$ cat src/rtl/mux_sel_arbiter.sv
// rtl/mux_sel_arbiter.sv - four-channel round-robin arbiter driving the 4:1 mux select
module mux_sel_arbiter #(
    parameter int MAX_HOLD = 8
) (
    input  logic       clk,
    input  logic       rst,
    input  logic [3:0] req,
    input  logic       rel,    // current owner finished
    output logic [1:0] sel,
    output logic [3:0] gnt,
    output logic       busy
);

    typedef enum logic {
        IDLE  = 1'b0,
        GRANT = 1'b1
    } state_t;

    localparam logic [7:0] HOLD_LIM = 8'(MAX_HOLD);

    state_t     state;
    state_t     state_nxt;
    logic [1:0] sel_nxt;
    logic [1:0] ptr;
    logic [1:0] ptr_nxt;
    logic [7:0] cnt;
    logic [7:0] cnt_nxt;
    logic [1:0] pick;
    logic [1:0] idx;
    logic       found;
    logic       leave;

    // Round-robin search: first requester at or after the priority pointer, wrapping 3 -> 0.
    always_comb begin
        pick  = ptr;
        found = 1'b0;
        idx   = ptr;
        for (int i = 0; i < 4; i++) begin
            idx = ptr + 2'(i);
            if (!found && req[idx]) begin
                pick  = idx;
                found = 1'b1;
            end
        end
    end

    // Any exit reason ends the grant once; sel holds the current owner index.
    assign leave = rel || !req[sel] || (cnt == HOLD_LIM);

    // State register; sel is the registered owner index and stays put while idle.
    always_ff @(posedge clk or posedge rst) begin
        if (rst) begin
            state <= IDLE;
            sel   <= 2'b00;
            ptr   <= 2'b00;
            cnt   <= 8'd0;
        end else begin
            state <= state_nxt;
            sel   <= sel_nxt;
            ptr   <= ptr_nxt;
            cnt   <= cnt_nxt;
        end
    end

    // Next-state logic: grant on any request in IDLE, drop the grant on release, request loss or hold limit.
    always_comb begin
        state_nxt = state;
        sel_nxt   = sel;
        ptr_nxt   = ptr;
        cnt_nxt   = cnt;
        case (state)
            IDLE: begin
                if (found) begin
                    state_nxt = GRANT;
                    sel_nxt   = pick;
                    cnt_nxt   = 8'd1;
                end
            end
            GRANT: begin
                if (leave) begin
                    state_nxt = IDLE;
                    ptr_nxt   = sel + 2'd1;
                    cnt_nxt   = 8'd0;
                end else begin
                    cnt_nxt   = cnt + 8'd1;
                end
            end
            default: begin
                state_nxt = IDLE;
            end
        endcase
    end

    // Outputs decode from registers only, so req/rel never reach them combinationally.
    always_comb begin
        busy = (state == GRANT);
        gnt  = busy ? (4'b0001 << sel) : 4'b0000;
    end

endmodule

$ cat config.mk
export PLATFORM = sky130hd
export DESIGN_NAME = mux_sel_arbiter
export DESIGN_NICKNAME = d
export VERILOG_FILES = /design/src/rtl/mux_sel_arbiter.sv
export SDC_FILE = /design/constraint.sdc
export NUM_CORES = 1
export LEC_CHECK = 0
export CAP_MARGIN = 20
export CORE_ASPECT_RATIO = 1.4
export CORE_MARGIN = 3
export CORE_UTILIZATION = 45
export CTS_BUF_LIST = sky130_fd_sc_hd__clkbuf_8
export CTS_CLUSTER_DIAMETER = 80
export DETAILED_ROUTE_END_ITERATION = 10
export PLACE_DENSITY = 0.7
export SYNTH_ARGS = -nofsm -noshare
export SYNTH_HDL_FRONTEND = slang
export SYNTH_SLANG_ARGS = --single-unit
$ cat constraint.sdc
create_clock -name clk -period 5.7 [get_ports clk]
set_input_delay 1.14 -clock clk [delete_from_list [all_inputs] [get_ports clk]]
set_output_delay 1.14 -clock clk [all_outputs]
set_load 0.05 [all_outputs]
Word level (Yosys, flattened, before mapping):

Index checks and enable logic that the tools add are counted.

* bits in latches: 0
* bits in writable memories: 0
* memories kept: 0
* memory bits (read-only): 0
* input port bits: 7
* register bits after elaboration: 13
* word-level logic and storage cells: 53
* output and inout bits: 7

* $lt $le $gt $ge: 5
* bitwise gates (word level): 1
* reduce and logical (&&, ||, !) cells: 11
* add/subtract/negate cells: 5
* multiply operators: 0
* divide/modulo/power cells: 0
* multiplexer cells: 24
* shift operators: 1
* eq/ne operators: 2

Operators with widths (count)
* $mux 8: 2
* $pmux 8 s2: 1
* $lt 2x3->1 const B: 5
* $mux 1: 11
* $bmux 1 s2: 5
* $add 8x1->8 const B: 1
* $eq 8x4->1 const B: 1
* $mux 2: 3
* $add 2x1->2 const B: 2
* $add 2x2->2 const B: 2
* $logic_not 1->1: 4
* $mux 4: 1
* $reduce_and 2->1: 2
* $shl 1x2->4 const A: 1
* $logic_and 1x1->1: 3
* $logic_or 1x1->1: 2
* $ne 2x2->1 const B: 1
* $pmux 1 s2: 1
* $not 1->1: 1

Depth between registers and ports, before layout:

Gate-level depths: netlist (run 1).

* word-level depth: 14
* depth in mapped cells: 7
* mapped depth without buffers: 6

Worst setup path before layout (run 1):

Ideal clock, no wire load.

* kind: flip-flop to output port
* start point: register state, in the netlist busy
* end point: output gnt[0]
* buffers on the path: 1
* stages on the path, launching flop included: 3
* data arrival time: 1.380 ns
* data required time: 4.560 ns
* setup slack: 3.180 ns
* cell sequence: dfrtp_1 > clkbuf_1 > and2_1

* word-level cells in the longest chain between the ends: 1

RTL lines
* start: declaration: RTL line 21 `state_t state;`
* start signal: assignment: RTL line 58 `state <= state_nxt;`
* $mux 4: RTL line 97 `gnt = busy ? (4'b0001 << sel) : 4'b0000;`
* end: declaration: RTL line 10 `output logic [3:0] gnt,`

No other way between the ends.

Final worst setup path (run 1):

* start point: register sel[0]
* end point: output gnt[0]

* word-level cells in the longest chain between the ends: 2

RTL lines
* start: declaration: RTL line 9 `output logic [1:0] sel,`
* start signal: assignment: RTL line 59 `sel <= sel_nxt;`
* $shl 1x2->4: RTL line 97
* $mux 4: RTL line 97

No other way between the ends.

==> results of run 1 <==
-- area by class of cell --
type	count	area share [%]
inverter	9	3.329
sequential	13	32.06
tap	19	2.343
clock inverter	1	0.3699
multi-input combinational	62	45.01
clock buffer	3	4.069
timing repair buffer	13	12.82
-- registers in the layout, indices dropped and copies added, names as in the netlist --
| name | count |
|---|---|
| cnt | 8 |
| ptr | 2 |
| sel | 2 |
| busy | 1 |
-- metrics by stage --
step | instance area, um2 | power, W | cells
finish | 1015 | 0.0004919 | 120
global route | 1015 | 0.0005309 | 120
CTS | 1015 | 0.0004966 | 120
detailed placement | 969.7 | 0.0004148 | 116
global placement | 969.7 | 0.0004122 | 116
floorplan | 830.8 | 0.0003391 | 86
-- synthesized netlist by cell type, types with 3 or more instances --
| cell type | n | area [um2] |
|---|---|---|
| nand2_1 | 4 | 15.01 |
| ha_1 | 6 | 75.07 |
| a21oi_1 | 7 | 35.03 |
| a31oi_1 | 5 | 31.28 |
| nor2_1 | 4 | 15.01 |
| inv_1 | 9 | 33.78 |
| and2_1 | 4 | 25.02 |
| or2b_1 | 3 | 22.52 |
| dfrtp_1 | 13 | 325.3 |
-- worst max-delay path, cell delays in order, from the launching register on --
cell             delay, ns
dfrtp_1               0.46
inv_1                 0.13
ha_1                  0.15
and2_1                0.11
clkdlybuf4s50_1       0.79
-- per-layer routing --
metal / wire (um) / vias up / global-route usage [%]
li1: - / 341 / -
met1: 700 / 332 / 18.02
met2: 853 / 17 / 25.93
met3: 64 / 7 / 5.128
met4: 60 / 0 / 11.56
met5: 0 / - / 0
-- cells by family (layout without fill, tap and decap cells) --
| logic type | after synthesis | after routing |
|---|---|---|
| muxes | 3 | 3 |
| AOI/OAI and AO/OA | 24 | 24 |
| and+or+nand+nor | 29 | 29 |
| adders and majority gates | 6 | 6 |
| DFF | 13 | 13 |
| buffers and inverters | 11 | 26 |
-- how the worst max path moves through the flow --
stage / startpoint / to / slack, ns / cells past startpoint
global placement: req[3] / cnt[6] / 2.75 / 5
CTS: sel[0] / gnt[0] / 2.65 / 4
global route: sel[0] / gnt[0] / 2.59 / 4
finish: sel[0] / gnt[0] / 2.67 / 4
detailed placement: req[3] / cnt[6] / 2.72 / 5
floorplan: busy / gnt[0] / 3.18 / 2
-- where the power goes --
part | total, W | switching (W) | leakage (nW) | internal (W)
clock | 0.0000822 | 0.0000346 | 0.0269 | 0.0000476
sequential | 0.000160 | 0.0000411 | 0.166 | 0.000119
combinational | 0.000250 | 0.000148 | 0.277 | 0.000102
==> out/qor.csv, run 1 <==
stage;metric;value;unit
logic_synthesis;synth_ff_type;dfrtp_1;
logic_synthesis;yosys.area_share.simple;20.18;%
timing;setup_viol;0;
worst_setup_path;required;4.56;ns
clocking;cts_tree;yes;
timing;period_share;53.12;%
global_route;grt_max_degree;14;
logic_synthesis;synthCells;86;
hold_path;hp-start;cnt[2];
routing;drc;0;
logic_synthesis;ys_types;34;
clocking;cts_buffer_depth;2;
cells_and_area;seq_area;325.3;um2
worst_setup_path;rrSetupSlack;3.62;ns
floorplanning;core;1659;um2
logic_synthesis;syn_area;830.8;um2
timing;hold_viol_final;0;
logic_synthesis;synth_compound_area_share;20.48;%
worst_setup_path;cp-start-kind;flop;
timing;finalSetupTns;0;ns
timing;fmax;0.3303;GHz
clocking;cts.sinks;13;
worst_setup_path;setup.worst_path.class;flop to output port;
status;outcome;finished clean;
place;hpwl;1275;um
floorplanning;ios;14;
floorplanning;placementRows;17;
global_route;grt_pass1_wl;2898;um
timing;worst_slack;2.672;ns
worst_setup_path;r2r_end;cnt[6];
place;gp_congestion;0.7756;
floorplanning;die-width;42.32;um
timing;rsz0062_at_grt;no;
routing;first_pass_iters;4;
timing;skew;0.0006985;ns
power;power_density;484.8;nW/um2
cells_and_area;num_antenna_cells;0;
routing;via_per_inst;5.808;
power;vdd_drop_max;0.3459;mV
cells_and_area;area_delta_synth_final;22.14;%
cells_and_area;fillers;157;
logic_synthesis;synth_mux_area_share;5.271;%
floorplanning;dieArea;2405;um2
global_route;antenna_found_initial;0;
timing;worst_slew_pin_slew;0.5046;ns
worst_setup_path;path_max_fanout;6;
worst_setup_path;reg2regPathDepth;6;
clocking;cts_setup_buffers;0;
flow_run;cap_viol_max_count;0;
routing;detail_route.wl_per_cell;13.99;um
clocking;ctsHoldBuffers;0;
logic_synthesis;avgSynthCellArea;9.660;um2
power;p_leak;0.4700;nW
logic_synthesis;synthesis.nets;99;
global_route;overflow;0;
global_route;grt_pass1_vias;667;
clocking;ctsResizeCount;0;
logic_synthesis;seq_area_frac_synth;39.16;%
logic_synthesis;synth_edf_count;0;
hold_path;holdPathEnd;cnt[2];
clocking;numCtsBuffers;3;
hold_path;whs_path_depth;1;
logic_synthesis;synth_seq_cells;13;
logic_synthesis;synth_xor_area_share;0;%
logic_synthesis;synthAdderAreaFrac;9.036;%
worst_setup_path;end_kind;output port;
cells_and_area;layout-drive-gt1-share;8.911;%
clocking;cts.htree.levels;1;
timing;slew_headroom;66.32;%
global_route;gr-usage-all-layers;16.35;%
routing;ant_nets;0;
timing;finalCriticalPeriod;3.028;ns
worst_setup_path;cp.arrival;1.89;ns
logic_synthesis;yosysWarningCount;0;
floorplanning;fp.dieH;56.84;um
logic_synthesis;ys_async_sr_fraction;100.0;%
clocking;path_clk_slew;0.06;ns
routing;drtIter0Drc;8;
routing;vias;697;
cells_and_area;fin_util;61.16;%
cells_and_area;multiInputGateArea;456.7;um2
timing;maxSlewViolCount;0;
place;port_buffers;13;
hold_path;min_path_type;flop to flop;
routing;wl;1679;um
clocking;cts_root_buf;clkbuf_8;
cells_and_area;final_cell_mix;13 x dfrtp_1, 13 x clkdlybuf4s50_1, 10 x inv_1, 7 x a21oi_1, 6 x ha_1;
clocking;clk_latency;0.24;ns
floorplanning;start_util;50.08;%
cells_and_area;final_nets;115;
place;pre_cts_ws;2.721;ns
logic_synthesis;synth_top_family_by_area;compound AO/OA/AOI/OAI gates;
worst_setup_path;reg2reg_from;cnt[0];
timing;whs;0.5295;ns
Power figures use the tool's default switching activity.
==> run 2: changes to the inputs <==
- PLACE_DENSITY: 0.7 -> 0.73
- clock period: 5.7 -> 2.55 ns (I/O delays scaled with it)
==> run 2 against run 1 <==
Compared with the run above:
- non-clock buffer count unchanged
- sequential share of layout area unchanged
- register-to-register slack got worse by 3.2 ns
- hold slack improved by 0.010 ns
- final area is the same
- total power increased by 120%
- core utilization is the same
- sequential cell count is the same
- largest power group unchanged
==> out/qor.csv, run 2 (synthesis results as in run 1) <==
stage;metric;value;unit;change
status;outcome;finished clean;;
place;gp_congestion;0.7199;;-7.2%
timing;finalCriticalPeriod;2.405;ns;
timing;slew_headroom;66.52;%;+0.19 points
global_route;overflow;0;;unchanged
global_route;antenna_found_initial;0;;unchanged
timing;finalSetupTns;0;ns;unchanged
power;p_leak;0.4700;nW;unchanged
worst_setup_path;crit_family;buffers and inverters;;
power;power_density;1088;nW/um2;+120%
timing;period_share;94.31;%;
cells_and_area;final_cell_mix;13 x dfrtp_1, 13 x clkdlybuf4s50_1, 10 x inv_1, 7 x a21oi_1, 6 x ha_1;;
worst_setup_path;required;2.04;ns;-2.52 ns
worst_setup_path;path_buf_inv;2;;unchanged
worst_setup_path;cp_slowest_cell;clkdlybuf4s50_1;;
timing;whs;0.5397;ns;+0.01024 ns
cells_and_area;final_area;1015;um2;unchanged
global_route;grt_pass1_wl;2877;um;-0.72%
floorplanning;fp.dieH;56.84;um;unchanged
routing;ant_nets;0;;unchanged
clocking;ctsHoldBuffers;0;;unchanged
power;switching_share;45.64;%;+0.23 points
routing;detail_route.wl_per_cell;14.38;um;+2.8%
floorplanning;dieArea;2405;um2;unchanged
cells_and_area;area_delta_synth_final;22.14;%;unchanged
worst_setup_path;crit_chain;inv_1 > ha_1 > and2_1 > clkdlybuf4s50_1;;
worst_setup_path;worst_path_largest_cell_delay;0.80;ns;about the same
floorplanning;placementRows;17;;unchanged
clocking;cts_buffer_depth;2;;unchanged
clocking;ctsResizeCount;0;;unchanged
routing;wl;1726;um;+2.8%
clocking;numCtsBuffers;3;;unchanged
floorplanning;start_util;50.08;%;unchanged
timing;maxSlewViolCount;0;;unchanged
global_route;grt_pass1_vias;669;;+0.30%
clocking;cts.htree.levels;1;;unchanged
cells_and_area;reg_top3;cnt x8, ptr x2, sel x2;;
routing;first_pass_iters;4;;unchanged
timing;skew;0.003492;ns;+0.002794 ns
clocking;cts.sinks;13;;unchanged
worst_setup_path;cp-start-kind;flop;;
floorplanning;core;1659;um2;unchanged
cells_and_area;final_cell_count_no_fill;120;;unchanged
cells_and_area;num_antenna_cells;0;;unchanged
power;switchingPower;0.0005040;W;+130%
worst_setup_path;cp.arrival;1.90;ns;about the same
power;seq_power_share;32.4;%;about the same
cells_and_area;final_nets;115;;unchanged
clocking;cts_root_buf;clkbuf_8;;
timing;hold_viol_final;0;;unchanged
cells_and_area;largest_register_ffs;8;;unchanged
worst_setup_path;setup.worst_path.class;flop to output port;;
timing;fmax;0.4158;GHz;
routing;via_per_inst;5.767;;-0.72%
global_route;gr-usage-all-layers;15.93;%;-0.42 points
floorplanning;ios;14;;unchanged
place;hpwl;1353;um;+6.1%
routing;drtIter0Drc;13;;+5
clocking;path_clk_slew;0.06;ns;about the same
timing;setup_viol;0;;unchanged
place;placed_area;969.7;um2;unchanged
power;vdd_drop_max;0.5968;mV;+73%
place;port_buffers;13;;unchanged
global_route;grt_max_degree;14;;unchanged
routing;vias;692;;-0.72%
worst_setup_path;end_kind;output port;;
floorplanning;die-width;42.32;um;unchanged
cells_and_area;top_register;cnt;;
power;p_comb_share;50.9;%;about the same
worst_setup_path;path_max_fanout;6;;unchanged
timing;worst_slew_pin_slew;0.5007;ns;-0.003928 ns
clocking;cts_setup_buffers;0;;unchanged
timing;rsz0062_at_grt;no;;
power;p_int;0.0006003;W;+120%
flow_run;cap_viol_max_count;0;;unchanged
cells_and_area;layout-drive-gt1-share;8.911;%;unchanged
routing;drc;0;;unchanged
hold_path;min_path_type;flop to flop;;
place;dp.cells;116;;unchanged
clocking;clk_latency;0.25;ns;about the same
power;power.share.clock;16.7;%;about the same
clocking;cts_tree;yes;;
run 2: cell counts in the layout (fill, tap and decap cells not counted):
No cell type changed its count.
run 2: path summary, 6_finish.rpt:
path	startpoint	to	slack, ns	depth (start not counted)
max in group asynchronous	rst	cnt[3]	1.63	2
min in group asynchronous	rst	sel[1]	0.59	2
max	sel[0]	gnt[0]	0.14	4
max reg2reg	cnt[0]	cnt[6]	0.46	6
min reg2reg	cnt[2]	cnt[2]	0.54	1
min	cnt[2]	cnt[2]	0.54	1
run 2: power groups by stage:
stage / Sequential, W / Clock, W / Combinational [W]
2_1_floorplan: 0.000405 / 0 / 0.000353
3_3_place_gp: 0.000358 / 0 / 0.000562
3_5_place_dp: 0.000361 / 0 / 0.000569
4_1_cts: 0.000358 / 0.000186 / 0.000571
5_1_grt: 0.000371 / 0.000193 / 0.000619
6_report: 0.000358 / 0.000184 / 0.000562
run 2: cell type report:
cell class                 instances  area, um2
sequential                        13      325.3
fill                             156      644.4
clock buffer                       3      41.29
multi-input combinational         62      456.7
inverter                           9      33.78
timing repair buffer              13      130.1
clock inverter                     1      3.754
tap                               19      23.77
run 2: metrics by stage:
| stage | util (%) | worst slack [ns] | power [W] |
|---|---|---|---|
| finish | 61.16 | 0.1450 | 0.001104 |
| global route | 61.16 | 0.08264 | 0.001183 |
| CTS | 61.16 | 0.1318 | 0.001115 |
| detailed placement | 58.45 | 0.1918 | 0.0009298 |
| global placement | 58.45 | 0.2279 | 0.0009199 |
| floorplan | - | 0.5261 | 0.0007581 |
run 2: per-layer routing:
metal	part of all wire (%)	vias up	track usage, %
met5	0	-	0
met4	2.1	0	8.889
met3	3.8	5	4.808
met2	54	14	28.32
met1	40	333	15.94
li1	-	340	-
run 2: worst register-to-register path, stage by stage (launching register included):
cell and delay, ns:
dfrtp_1 0.41, inv_1 0.09, ha_1 0.14, or4b_1 0.46, o2111a_2 0.37, and3_2 0.22, a221o_2 0.29
